[config.mk]
export PLATFORM = sky130hd
export DESIGN_NAME = ram_burst_reader
export DESIGN_NICKNAME = d
export VERILOG_FILES = /design/src/rtl/ram_burst_reader.sv
export SDC_FILE = /design/constraint.sdc
export NUM_CORES = 1
export LEC_CHECK = 0
export CAP_MARGIN = 20
export CORE_ASPECT_RATIO = 1.4
export CORE_MARGIN = 3
export CORE_UTILIZATION = 30
export CTS_CLUSTER_SIZE = 14
export DETAILED_ROUTE_END_ITERATION = 12
export PLACE_DENSITY = 0.59
export SLEW_MARGIN = 0
export SYNTH_ARGS = -nofsm -noshare
export SYNTH_HDL_FRONTEND = slang
export SYNTH_SLANG_ARGS = --single-unit
[constraint.sdc]
create_clock -name clk -period 3.25 [get_ports clk]
set_clock_uncertainty 0.05 [all_clocks]
set_input_delay 0.65 -clock clk [delete_from_list [all_inputs] [get_ports clk]]
set_output_delay 0.65 -clock clk [all_outputs]
set_load 0.005 [all_outputs]
[src/rtl/ram_burst_reader.sv]
// rtl/ram_burst_reader.sv - burst read engine: RAM read port to valid/ready stream
// Credit-based issue keeps (buffered + in-flight) words <= 2 so the 2-entry FIFO never overflows.
module ram_burst_reader #(
  parameter int ADDR_W = 8,
  parameter int DATA_W = 16
) (
  input  logic              clk,
  input  logic              rst,
  input  logic              start,
  input  logic [ADDR_W-1:0] base_addr,
  input  logic [ADDR_W:0]   len,
  output logic              busy,
  output logic              done,
  output logic [ADDR_W-1:0] r_addr,
  input  logic [DATA_W-1:0] ram_dout,
  output logic [DATA_W-1:0] m_data,
  output logic              m_valid,
  input  logic              m_ready
);

  typedef enum logic [1:0] {IDLE, RUN, DRAIN} state_t;

  localparam logic [ADDR_W:0]   CNT_ONE  = (ADDR_W+1)'(1);
  localparam logic [ADDR_W-1:0] ADDR_ONE = ADDR_W'(1);

  state_t            state, state_nxt;
  logic [ADDR_W-1:0] addr_cnt, r_addr_q;
  logic [ADDR_W:0]   issue_cnt, beat_cnt;
  logic              inflight;
  logic [DATA_W-1:0] fifo_mem [2];
  logic              wr_ptr, rd_ptr;
  logic [1:0]        count;
  logic              accept, issue, pop, done_nxt;

  always_ff @(posedge clk or negedge rst) begin
    if (!rst) state <= IDLE;
    else      state <= state_nxt;
  end

  // A zero-length command still passes through DRAIN so busy covers one cycle.
  always_comb begin
    state_nxt = state;
    case (state)
      IDLE:    if (start) state_nxt = (len == '0) ? DRAIN : RUN;
      RUN:     if (issue && issue_cnt == CNT_ONE) state_nxt = DRAIN;
      DRAIN:   if (done_nxt) state_nxt = IDLE;
      default: state_nxt = IDLE;
    endcase
  end

  always_comb begin
    accept   = (state == IDLE) && start;
    pop      = (count != 2'd0) && m_ready;
    issue    = (state == RUN) && (issue_cnt != '0) &&
               ((({1'b0, count} + {2'b00, inflight}) < 3'd2) || pop);
    done_nxt = (state == DRAIN) && ((beat_cnt == '0) || (beat_cnt == CNT_ONE && pop));
    busy     = (state != IDLE);
    m_valid  = (count != 2'd0);
    m_data   = fifo_mem[rd_ptr];
    r_addr   = issue ? addr_cnt : r_addr_q;
  end

  always_ff @(posedge clk or negedge rst) begin
    if (!rst) begin
      done        <= 1'b0;
      inflight    <= 1'b0;
      addr_cnt    <= '0;
      r_addr_q    <= '0;
      issue_cnt   <= '0;
      beat_cnt    <= '0;
      fifo_mem[0] <= '0;
      fifo_mem[1] <= '0;
      wr_ptr      <= 1'b0;
      rd_ptr      <= 1'b0;
      count       <= 2'd0;
    end else begin
      done     <= done_nxt;
      inflight <= issue;
      if (accept) begin
        addr_cnt  <= base_addr;
        issue_cnt <= len;
        beat_cnt  <= len;
      end else begin
        if (issue) begin
          r_addr_q  <= addr_cnt;
          addr_cnt  <= addr_cnt + ADDR_ONE;
          issue_cnt <= issue_cnt - CNT_ONE;
        end
        if (pop) beat_cnt <= beat_cnt - CNT_ONE;
      end
      // RAM data for an issued read lands exactly one cycle later.
      if (inflight) begin
        fifo_mem[wr_ptr] <= ram_dout;
        wr_ptr           <= ~wr_ptr;
      end
      if (pop) rd_ptr <= ~rd_ptr;
      case ({inflight, pop})
        2'b10:   count <= count + 2'd1;
        2'b01:   count <= count - 2'd1;
        default: count <= count;
      endcase
    end
  end

  credit_bound: assert property (@(posedge clk) disable iff (!rst)
    (({1'b0, count} + {2'b00, inflight}) <= 3'd2) &&
    !(inflight && !pop && count == 2'd2));

endmodule
# After elaboration in Yosys (flattened, before gate mapping)
# Index checks and enable logic that the tools add are counted.
# classes
n_lt_le_gt_ge,4
bitwise_logic,4
n_addsub,6
n_eq_ne,9
n_reduce_logical,20
muxes,19
# ops
op,count
$mux 16,4
$mux 9,4
$bwmux 32,1
$mux 8,3
$eq 9x1->1 const B,2
$logic_not 9->1,2
$sub 9x1->9 const B,2
$demux 16 s1,1
$reduce_bool 2->1,5
$reduce_bool 9->1,1
$add 8x1->8 const B,1
$logic_and 1x1->1,8
$mux 2,4
$ne 2x2->1 const B,3
$pmux 2 s3,1
$eq 2x1->1 const B,2
$eq 2x2->1 const B,2
$ge 2x2->1 const B,2
$not 1->2,2
$pmux 2 s2,1
$add 2x1->3,1
$lt 3x2->1 const B,1
$reduce_and 3->1,1
$add 2x1->2 const B,1
5 further kinds,7
# totals
elab_cells,74
reg_bits,74
output_inout_bits,27
input_bits,37

# Longest topological paths before layout
# Gate-level depths: netlist of run 1.
# logic_depth
depth_word,7
mapped_depth,7
ltp_nobuf,6

# Worst setup path after synthesis of run 1
# Ideal clock, no wire load.
# synth_path
path_kind,register to output
start,register issue_cnt[3]
end,output r_addr[2]
stages_incl_launch_ff,6
path_slack_ns,0.982
arrival_ns,1.568
path_buffers,1
t_required_ns,2.550
cell_sequence,dfrtp_1 nor4_4 nand4b_1 nand2_1 buf_4 mux2_2
# synth_via
elab_chain_cells,4
# synth_rtl
item,line,rtl
"start, declared",28,"logic [ADDR_W:0] issue_cnt, beat_cnt;"
"start signal, assigned",81,issue_cnt <= len;
"start signal, assigned",87,issue_cnt <= issue_cnt - CNT_ONE;
$reduce_bool 9->1,54,issue = (state == RUN) && (issue_cnt != '0) &&
$logic_and 1x1->1 (2 in series),54,
$mux 8,60,r_addr = issue ? addr_cnt : r_addr_q;
"end, declared",14,"output logic [ADDR_W-1:0] r_addr,"
# No other way between the ends.

# Worst setup path after layout of run 1
# layout_path
start,register issue_cnt[4]
end,output r_addr[7]
# layout_via
elab_chain_cells,4
# layout_rtl
item,line,rtl
$reduce_bool 9->1,54,
$logic_and 1x1->1 (2 in series),54,
via issue,33,"logic accept, issue, pop, done_nxt;"
$mux 8,60,
# The timed path passes the listed nets, and every way through them passes these cells.

==> results of run 1 <==
[critical path, stage by stage, from the launching register on]
cell and delay, ps:
dfrtp_1 460, nor4_4 350, nand4b_1 160, nand2_1 140, buf_12 180, inv_4 50, mux2_4 280, clkdlybuf4s50_1 470
[power breakdown]
group / internal [mW] / switching, mW / total [mW]
clock: 0.773 / 0.375 / 1.15
sequential: 1.38 / 0.398 / 1.77
combinational: 1.36 / 0.834 / 2.20
[worst max-delay path by stage]
stage | start | to | slack, ps | cells after the start
floorplan | issue_cnt[3] | r_addr[2] | 980 | 5
global placement | m_ready | r_addr[7] | 170 | 7
detailed placement | m_ready | r_addr[7] | 170 | 7
CTS | issue_cnt[3] | r_addr[0] | 30 | 6
global route | issue_cnt[4] | r_addr[0] | -8 | 6
finish | issue_cnt[4] | r_addr[7] | 120 | 7
[cell families (layout without fill, tap and decap cells)]
group,count (synthesis),after routing,synth area share
DFF,74,74,0.4884
AOI/OAI and AO/OA,47,47,0.08878
adders and majority gates,8,8,0.02640
buffers and inverters,23,99,0.02871
xor gates and xnor gates,13,13,0.03003
and+or+nand+nor,99,99,0.1403
muxes,66,66,0.1974
[through the flow]
stage / power, mW / setup WS, ps
finish: 5.119 / 115.8
global route: 5.497 / -7.725
CTS: 5.190 / 26.73
detailed placement: 4.014 / 165.7
global placement: 3.938 / 167.8
floorplan: 3.107 / 982.2
[repair_timing]
action / in CTS / in global routing
buffers inserted: 0 / 2
setup endpoints to repair: 0 / 8
hold buffers: 0 / 0
[area by class of cell]
cell class,count,area (µm²)
clock buffer,12,246.5
clock inverter,4,98.84
fill,1200,7380
inverter,7,28.78
multi-input combinational,233,1831
sequential,74,1852
tap,150,187.7
timing repair buffer,76,748.2
[registers in the layout, indices dropped and copies added, names as in the netlist]
signal and cells:
fifo_mem 32, beat_cnt 9, issue_cnt 9, addr_cnt 8
r_addr_q 8, count 2, state 2, done 1
inflight 1, rd_ptr 1, wr_ptr 1
[layer usage]
metal | global-route usage | routed length [µm] | vias up | part of all wire
met5 | 0 | 0 | - | 0
met4 | 0.06092 | 234 | 0 | 0.026
met3 | 0.01963 | 412 | 14 | 0.046
met2 | 0.2402 | 4692 | 79 | 0.53
met1 | 0.1472 | 3566 | 1402 | 0.40
li1 | - | - | 1348 | -
[placed cells by master (no fill, tap or decap), types with 2 or more instances in the layout]
master           instances
dfrtp_1                 74
mux2_2                  62
clkdlybuf4s50_1         62
nand2_1                 25
nor2_1                  19
nand3_1                 11
buf_4                   11
nor3_1                  10
o211ai_1                 9
xor2_1                   9
o21ai_0                  9
clkbuf_16                9
ha_1                     8
inv_1                    6
a21oi_1                  5
and3_1                   5
a211oi_1                 5
xnor2_1                  4
nor4_1                   4
or2_2                    3
nand2b_1                 3
nand4b_1                 3
and2_1                   3
or4_1                    3
bufinv_16                3
mux2_4                   2
o21bai_1                 2
mux2i_1                  2
nand4_1                  2
a221oi_1                 2
a211o_1                  2
a21o_1                   2
clkbuf_1                 2
buf_12                   2
==> results.md, run 1 <==
* Ys async rst share at 1.000
* TritonCTS Sinks at 74
* Synth cell count leaders: 74 x dfrtp_1, 62 x mux2_2, 25 x nand2_1
* Setup crit start kind: flop
* Initial drt markers at 156
* Status: finished clean
* Min Hold Slack at 264.9 ps
* EDFF count, synth at 0
* Reg clk slew, reported paths at 60 ps
* Vias in the first global route at 2997
* Gate Count Post-Synth at 330
* Tmin final at 3134 ps
* Core ar. at 12370 µm²
* DR pass1 iterations at 4
* Area Growth Syn to Fin at 31.68%
* Crit Reg-Reg Endpoint: addr_cnt[1]
* Final RePlAce weighted congestion at 0.7801
* Initial Utilization at 0.3064
* GRT overflow at 0
* Clock Path Buffers at 2
* Top Ports at 64
* Synthesized cell area at 3791 µm²
* Worst-Skew Late Latency at 330 ps
* Worst slew pin tran at 737.0 ps
* Final WL at 8.905 mm
* Synth area leader: dfrtp_1
* Critical Path Fanout Max at 20
* Final period utilization at 0.9644
* Final setup TNS at 0 ps
* CTS tree: yes
* Max Cap Viol at 0
* Vias per Instance at 5.113
* Synth warnings at 0
* Routed len/inst at 16.02 µm
* Slew headroom at 0.5075
* Global-route wire length before repair at 14.77 mm
* Synth cell types at 52
* Post-synthesis register bit count at 74
* Avg Inst Size Synth at 11.49 µm²
* Pin count of the biggest net entering global routing at 36
* Crit path arrival time at 2430 ps
* RR Startpoint: issue_cnt[4]
* CP Class: reg2out
* Final setup viols at 0
* Nets at 446
* Top_reg_cell synth: dfrtp_1
* Die Area at 14040 µm²
* CTS buffer count at 9
* Layout Cells excl Fill at 556
* Top cell type's share of synthesized area at 0.4884
* Final instance area at 4992 µm²
* DP Cell Count at 538
* Buffers added on ports at 63
* Worst EP required at 2550 ps
* Post-route DRC violation count at 0
* Worst min-delay path category: in2async
* Fmax at 319.1 MHz
* Post-DRT Antenna Nets at 0
* GRT Overall Usage at 0.1319
* Clk root buf: clkbuf_16
* Max H-tree Level at 3
* Initial antenna violation count at 0
* Vias at 2843
* Synth top area cells: dfrtp_1 49%, mux2_2 18%, ha_1 2.6%
* ANT cells at 0
* Std-Cell Rows at 48
* Final Hold Viols at 0
* Synth Net Count at 375
* Die W at 101.0 µm
* Sequential fraction of the synthesis area at 0.4884
* Flop-to-flop setup slack at 1240 ps
* PD cells at 1025 nW/µm²
* Maximum vdd drop at 0.2978 mV
* Depth of the worst register-to-register path at 5
* LEAKAGE at 2.038 nW
* Layout cells sized above 1 at 0.2537
* Die Y-Extent at 139.0 µm
* Post-CTS sizing at 0
* HPWL Detailed at 6.450 mm
* Critical Path Sink Type: primary output
* Top-count cell post-synth: dfrtp_1
* Post-layout util at 0.4035
* Dpl cell area at 4632 µm²
* Slew Limit Fails at 0
No activity file was read; power rests on OpenSTA's default activity.
==> inputs of run 2 (changes only) <==
--- a/config.mk
+++ b/config.mk
@@ -12,6 +12,8 @@
 export CTS_CLUSTER_SIZE = 14
 export DETAILED_ROUTE_END_ITERATION = 12
 export PLACE_DENSITY = 0.59
+export REMOVE_ABC_BUFFERS = 1
+export SETUP_SLACK_MARGIN = 0.2
 export SLEW_MARGIN = 0
 export SYNTH_ARGS = -nofsm -noshare
 export SYNTH_HDL_FRONTEND = slang
==> run 2 against run 1 <==
Compared with the run above: total power down 1.6%; register-to-register slack better by 30 ps; clock-buffer cell count is 1 lower; wire length fell by 3.3%; worst setup slack improved by 190 ps; maximum frequency rose by 6.4%; die area stayed put; sequential power hardly changed; sequential cell count did not move; cell count rose by 0.72%; critical path depth stayed put; utilization up 0.13 points.
==> results.md, run 2 (synthesized netlist as in run 1, its figures left out) <==
* Status: finished clean
* Critical Path Sink Type: primary output
* Critical Path Fanout Max at 9
* Die Y-Extent at 139.0 µm
* Max Cap Viol at 0
* Maximum vdd drop at 0.3286 mV
* HPWL Detailed at 6.252 mm
* Max reg flops at 32
* Hold Buf Count CTS at 0
* Initial antenna violation count at 0
* GRT overflow at 0
* Worst-Skew Late Latency at 340 ps
* CTS buffer count at 9
* CTS tree: yes
* Clk root buf: clkbuf_16
* Final WL at 8.614 mm
* Final setup viols at 0
* Vias in the first global route at 2931
* Global-route wire length before repair at 14.13 mm
* Layout Cells excl Fill at 560
* CP Class: reg2out
* Clock Path Buffers at 2
* Largest regs: fifo_mem x32, beat_cnt x9, issue_cnt x9
* ANT cells at 0
* Slew Limit Fails at 0
* Final RePlAce weighted congestion at 0.8381
* LEAKAGE at 2.083 nW
* Vias per Instance at 5.050
* Reg clk slew, reported paths at 60 ps
* Met2 global-route usage at 0.2149
* Buffers added on ports at 63
* Tmin final at 2946 ps
* Initial Utilization at 0.3064
* Max H-tree Level at 3
* Fmax at 339.4 MHz
* Die W at 101.0 µm
* Core ar. at 12370 µm²
* GR peak layer: met2
* Nets at 450
* Dpl cell area at 4627 µm²
* Setup slack after layout at 303.8 ps
* Post-route DRC violation count at 0
* Setup crit start kind: flop
* Met1 GRT Util at 0.1503
* PD cells at 1006 nW/µm²
* Worst EP required at 2550 ps
* Die Area at 14040 µm²
* GRT Overall Usage at 0.1281
* Vias at 2828
* Most common cell after layout, fill and taps aside: dfrtp_1
* Largest reg by FF count: fifo_mem
* Top Ports at 64
* Final setup TNS at 0 ps
* Pin count of the biggest net entering global routing at 27
* Worst slew pin tran at 777.9 ps
* TritonCTS Sinks at 74
* Post-DRT Antenna Nets at 0
* Area Growth Syn to Fin at 32.11%
* Final Hold Viols at 0
* Most frequent cells in the layout: 72 x dfrtp_1, 62 x mux2_2, 54 x clkdlybuf4s50_1, 24 x nand2_1, 19 x nor2_1
* Final instance area at 5009 µm²
* DR pass1 iterations at 4
* DP Cell Count at 539
* Final period utilization at 0.9065
* Pre-CTS WS at 88.19 ps
* Routed len/inst at 15.38 µm
* Worst min-delay path category: in2async
* RSZ-0062 raised after global routing: no
* Std-Cell Rows at 48
* Met3 Use GR at 0.03624
* Layout cells sized above 1 at 0.2732
* Slew headroom at 0.4814
* Crit path arrival time at 2250 ps
* Initial drt markers at 99
==> run 2: worst paths after layout <==
check / startpoint / end / slack (ps) / cells after the start
min reg2reg: wr_ptr / wr_ptr / 440 / 1
max: issue_cnt[4] / r_addr[1] / 300 / 7
min in group clk: wr_ptr / wr_ptr / 440 / 1
max reg2reg: issue_cnt[4] / addr_cnt[1] / 1270 / 5
max in group asynchronous: rst / issue_cnt[5] / 2080 / 2
min: rst / fifo_mem[3] / 270 / 1
==> run 2: area by class of cell <==
| class | count | area (µm²) |
|---|---|---|
| clock buffer | 11 | 242.7 |
| clock inverter | 5 | 77.57 |
| fill | 1212 | 7363 |
| inverter | 7 | 28.78 |
| multi-input combinational | 233 | 1847 |
| sequential | 74 | 1854 |
| tap | 150 | 187.7 |
| timing repair buffer | 80 | 770.7 |
==> run 2: metal layers <==
layer,vias to the layer above,wire (µm)
li1,1346,-
met1,1399,3593
met2,72,4349
met3,11,475
met4,0,195
met5,-,0
==> run 2: power by group <==
part	switching, mW	internal (mW)	leakage, nW
Sequential	0.381	1.38	0.863
Combinational	0.848	1.37	1.06
Clock	0.371	0.690	0.156
==> run 2: critical path: stages (launching register included) <==
cell and delay [ps]:
dfrtp_2 420, nor4_4 310, nand4b_1 210, nand2_4 140
buf_4 120, buf_12 110, mux2_2 320, dlygate4sd2_1 260
==> run 2: timing repair <==
item,CTS,global route
pin swaps,3,3
setup buffers,4,1
endpoints found under the setup margin,8,3
gates resized for setup,11,4
==> run 2: through the flow <==
stage	hold WS, ps	power, mW	util
final	273.8	5.039	0.4048
after global routing	315.3	5.422	0.4048
after CTS	290.9	5.117	0.4034
after detailed placement	432.1	4.006	0.3740
after global placement	431.5	3.941	0.3740
after floorplan	304.4	3.057	-
==> RTL edit 1 (flow settings as in run 2) <==
Make the reset (`rst`) synchronous in 2 clocked blocks.
--- a/src/rtl/ram_burst_reader.sv
+++ b/src/rtl/ram_burst_reader.sv
@@ -32,7 +32,7 @@
   logic [1:0]        count;
   logic              accept, issue, pop, done_nxt;
 
-  always_ff @(posedge clk or negedge rst) begin
+  always_ff @(posedge clk) begin
     if (!rst) state <= IDLE;
     else      state <= state_nxt;
   end
@@ -60,7 +60,7 @@
     r_addr   = issue ? addr_cnt : r_addr_q;
   end
 
-  always_ff @(posedge clk or negedge rst) begin
+  always_ff @(posedge clk) begin
     if (!rst) begin
       done        <= 1'b0;
       inflight    <= 1'b0;
Formal check against the unedited RTL: differs if rst is asserted again (counterexample within 4 cycles, from zero or initial values and one cycle with rst low); with rst held inactive, the same outputs for 4 cycles.
==> RTL edit 1 against run 2 <==
- sequential cell count rose by 1
- worst setup slack got worse by 0.10 ns
- hold slack improved by 0.16 ns
- register-to-register slack got worse by 0.27 ns
- non-clock buffer count rose by 6
- wire length fell by 0.64%
- cell area fell by 4.6%
- area after synthesis fell by 5.7%
- critical endpoint is now r_addr[2]
- largest cell class unchanged
Power is not compared: it rests on default switching activity, and its combinational part moved more than twofold at a synthesized area within 25%.
==> RTL edit 1: results (changes against run 2) <==
metric,value,unit,change
diodes,0,,unchanged
use_met3,0.0283,,-0.00790
arrival,2.35,ns,+0.10 ns
antenna_found_initial,0,,unchanged
drt_iter0_markers,127,,+28%
firstDrtPassIters,4,,unchanged
leakage,1.80,nW,
grt_pass1_wl,14.3,mm,+1.4%
synth_mux_area_frac,0.0756,,-0.122
port_buffers,63,,unchanged
met2_usage,0.240,,+0.0249
cp_slowest_cell,clkdlybuf4s50_1,,
top_regs,"fifo_mem x32, beat_cnt x9, issue_cnt x9",,
viasPerCell,4.93,,-2.3%
final_net_count,461,,+2.4%
clk_pin_slew,0.06,ns,about the same
root_buffer,clkbuf_16,,
grt_util_all_layers,0.136,,+0.00769
cpPeakStageDelay,0.49,ns,+0.07 ns
first_global_vias,2965,,+1.2%
cts_buffer_depth,2,,unchanged
cts_buffers,9,,unchanged
hold_viol_final,0,,unchanged
yosys-top-cells-count,"dfxtp_1, and2_1, edfxtp_1",,
async_reset_ff_frac,0,,-1.00
clock_latency,0.33,ns,
htreeDepth,3,,unchanged
dp_hpwl,6.10,mm,-2.4%
grtUsageMet1,0.154,,+0.00421
worstPathMaxFanout,9,,unchanged
outcome,completed,,
synth_compound_area_frac,0.124,,+0.0348
maxSlewHeadroom,0.501,,+0.0192
p_sw,0.722,mW,
ir_worst_vdd,0.256,mV,
synth_warnings,0,,unchanged
synth-edff-count,32,,+32
synth_area_leaders,"edfxtp_1, dfxtp_1, and2_1",,
drive_above_1_share,0.171,,-0.102
hold_class,reg2reg,,
totalWireLength,8.56,mm,-0.64%
yosys.area_share.adder,0.0280,,+0.00160
ys_types,49,,-5.8%
grt_max_degree,28,,+3.7%
synth_ff_type,dfxtp_1,,
place_congestion,0.795,,-5.2%
ys_seq_area_frac,0.510,,+0.0212
synth-xor-area-share,0.0368,,+0.00672
==> RTL edit 1: cell count changes after synthesis, sizes merged, moves of 7 or more <==
cell | before | now
edfxtp | 0 | 32
mux2 | 64 | 22
a21oi | 5 | 17
xnor2 | 4 | 11
o21ai | 10 | 22
o211ai | 9 | 2
dfrtp | 74 | 0
and2 | 3 | 40
nand2 | 25 | 17
dfxtp | 0 | 43
==> RTL edit 1: metrics by stage <==
stage               total power [mW]   util  setup WS [ns]  std cells  cell area (um2)
detailed placement              1.82  0.385         0.0829        541             4430
global route                    2.90  0.415          0.153        565             4780
finish                          2.74  0.415          0.204        565             4780
global placement                1.81  0.385         0.0923        541             4430
CTS                             2.78  0.413          0.174        564             4760
floorplan                       1.52      -          0.452        319             3500
==> RTL edit 1: kinds of logic (layout without fill, tap and decap cells) <==
family | after synthesis | after routing
buffers and inverters | 25 | 110
XOR/XNOR | 15 | 15
flip-flops | 75 | 75
AND/OR/NAND/NOR | 122 | 122
adder cells (fa/ha/maj) | 8 | 8
multiplexers | 22 | 22
AO/OA/AOI/OAI | 69 | 69
==> RTL edit 1: path summary, 6_finish.rpt <==
kind | start | end | slack (ns) | cells after the start
worst max-delay path | m_ready | r_addr[2] | 0.20 | 8
worst min-delay path | r_addr_q[2] | r_addr_q[2] | 0.43 | 2
worst max register to register | issue_cnt[7] | issue_cnt[7] | 1.00 | 10
worst min register to register | r_addr_q[2] | r_addr_q[2] | 0.43 | 2
==> RTL edit 1: power groups by stage <==
stage | combinational, mW | clock (mW) | sequential (mW)
final | 0.655 | 0.916 | 1.17
after global routing | 0.725 | 0.985 | 1.19
after CTS | 0.657 | 0.948 | 1.17
after detailed placement | 0.634 | 0 | 1.19
after global placement | 0.627 | 0 | 1.19
after floorplan | 0.360 | 0 | 1.16
==> RTL edit 1: layer usage <==
metal  vias to the layer above  wire length [um]
li1                       1369                 -
met1                      1326              3590
met2                        82              4370
met3                        10               480
met4                         0               113
met5                         -                 0
==> RTL edit 1: worst max-delay path, delay by kind of cell <==
kind,cells,cell delay [ns]
AND/OR/NAND/NOR,3,0.27
AO/OA/AOI/OAI,1,0.12
buffers and inverters,4,1.30
==> RTL edit 1: repair_timing <==
action	in CTS	in global routing
gates resized for setup	10	9
setup endpoints to repair	8	7
pin swaps	2	0
setup buffers	7	1
==> RTL edit 1: layout make-up <==
class,count,area [um2]
tap,144,180
fill,1153,6740
clock inverter,2,10.0
sequential,75,1830
multi-input combinational,236,1650
inverter,8,30.0
timing repair buffer,86,812
clock buffer,14,268
==> RTL edit 2 (settings of run 2) <==
Without the edit above. The parameter `ADDR_W` goes from 8 to 7.
--- a/src/rtl/ram_burst_reader.sv
+++ b/src/rtl/ram_burst_reader.sv
@@ -1,7 +1,7 @@
 // rtl/ram_burst_reader.sv - burst read engine: RAM read port to valid/ready stream
 // Credit-based issue keeps (buffered + in-flight) words <= 2 so the 2-entry FIFO never overflows.
 module ram_burst_reader #(
-  parameter int ADDR_W = 8,
+  parameter int ADDR_W = 7,
   parameter int DATA_W = 16
 ) (
   input  logic              clk,
Ports: changed (resized base_addr, len and r_addr); port bits go from 64 to 61. The function was not compared with the original's and may differ.
==> RTL edit 2 against run 2 <==
- wire length decreased by 9.7%
- cell area decreased by 9.2%
- sequential cell count decreased by 4
- area after synthesis decreased by 12%
- register-to-register slack got worse by 0.10 ns
- worst setup slack got worse by 0.065 ns
- total power decreased by 3.8%
- hold slack improved by 0.058 ns
- core utilization increased by 1.4 points
- die area decreased by 11%
- critical path depth decreased by 1
==> RTL edit 2: results (changes against run 2) <==
metric,value,unit,change
outcome,completed,,
root_buffer,clkbuf_16,,
synth_area_leaders,"dfrtp_1, mux2_1, nand2_1",,
port_buffers,60,,-4.8%
antenna_found_initial,0,,unchanged
area_delta_synth_final,35.9,%,
ir_worst_vdd,0.480,mV,+46%
drive_above_1_share,0.151,,-0.122
ys_seq_area_frac,0.523,,+0.0347
r2r-start,issue_cnt[0],,
grt_pass1_wl,12.7,mm,-9.9%
grt_util_all_layers,0.133,,+0.00508
synth_warnings,0,,unchanged
worstPathMaxFanout,6,,-3
top_regs,"fifo_mem x32, beat_cnt x8, issue_cnt x8",,
r2r_end,issue_cnt[7],,
firstDrtPassIters,4,,unchanged
dp_hpwl,5.72,mm,-8.5%
cp-startpoint,m_ready,,
path_delay_family,buffers and inverters,,
ys_types,47,,-9.6%
cp_slowest_cell,clkdlybuf4s50_1,,
r2r_slack,1.17,ns,-0.10 ns
leakage,1.90,nW,-8.9%
first_global_vias,2629,,-10%
crit_path_end,r_addr[5],,
synth_ff_type,dfrtp_1,,
drt_iter0_markers,78,,-21%
grt_max_degree,33,,+22%
place_congestion,0.805,,-4.0%
arrival,2.31,ns,+0.06 ns
dpl_cell_area,4160,um2,-10%
finalCritPeriodShare,0.926,,+0.0199
post-place-ws,0.0865,ns,-0.00166 ns
totalWireLength,7.78,mm,-9.7%
hold_class,in2async,,
maxCapViolations,0,,unchanged
tightest_slew,0.768,ns,-0.0101 ns
nFillCells,1056,,-13%
final_net_count,419,,-6.9%
viasPerCell,4.82,,-4.6%
yosys-top-cells-count,"dfrtp_1, mux2_1, nand2_1",,
cpPeakStageDelay,0.51,ns,+0.09 ns
## RTL edit 2: changes by cell type after synthesis, moves of 4 or more
cell,delta
mux2_1,+41
nor3_1,-6
nand3_1,-8
a211oi_1,-4
o211ai_1,-5
xnor2_1,+6
o21ai_0,-9
xor2_1,-4
dfrtp_1,-4
mux2_2,-55
o21ai_1,+17
nand2_1,+15
## RTL edit 2: how the worst min path moves through the flow
stage | to | cells after the start | startpoint | slack, ns
finish | fifo_mem[12] | 1 | rst | 0.33
global route | fifo_mem[12] | 1 | rst | 0.39
CTS | inflight | 1 | rst | 0.35
detailed placement | r_addr_q[4] | 2 | r_addr_q[4] | 0.42
global placement | fifo_mem[27] | 1 | fifo_mem[27] | 0.41
floorplan | addr_cnt[0] | 0 | rst | 0.30
## RTL edit 2: repair_timing
| item | in CTS | in global routing |
|---|---|---|
| setup endpoints to repair | 7 | 5 |
| pin swaps | 1 | 3 |
| gates resized for setup | 5 | 5 |
| setup buffers | 1 | 5 |
## RTL edit 2: area by class of cell
type	count	area share
timing repair buffer	78	0.162
sequential	70	0.386
clock buffer	12	0.0542
clock inverter	4	0.0154
tap	141	0.0388
inverter	10	0.00825
multi-input combinational	209	0.336
## RTL edit 2: per-layer routing
| layer | up-vias | GRT usage | share of wire |
|---|---|---|---|
| met5 | - | 0 | 0 |
| met4 | 0 | 0.0654 | 0.019 |
| met2 | 80 | 0.231 | 0.51 |
| met1 | 1221 | 0.154 | 0.40 |
| li1 | 1208 | - | - |
| met3 | 15 | 0.0286 | 0.062 |
## RTL edit 2: kinds of logic (layout without fill, tap and decap cells)
kind of cell | after synthesis | after routing | synth area share
multiplexers | 50 | 50 | 0.167
XOR/XNOR | 15 | 15 | 0.0392
AND/OR/NAND/NOR | 91 | 91 | 0.133
AO/OA/AOI/OAI | 47 | 47 | 0.0889
adder cells (fa/ha/maj) | 6 | 6 | 0.0224
flip-flops | 70 | 70 | 0.523
buffers and inverters | 21 | 104 | 0.0262
## RTL edit 2: worst reg2reg max path, cell delays in order, from the launching register on
cell and delay (ns):
dfrtp_1 0.41, buf_4 0.14, or4_4 0.53, or4_4 0.44
nor3_2 0.16, xnor2_1 0.14, a21oi_1 0.08
## RTL edit 2: power by group
group / switching (mW) / internal (mW)
Sequential: 0.349 / 1.32
Clock: 0.345 / 0.690
Combinational: 0.914 / 1.23
Total: 1.61 / 3.24
## RTL edit 2: per-stage QoR
stage                     instances  hold slack [ns]
after floorplan                 289            0.304
after global routing            524            0.389
after detailed placement        502            0.419
final                           524            0.332
after global placement          502            0.410
after CTS                       519            0.348
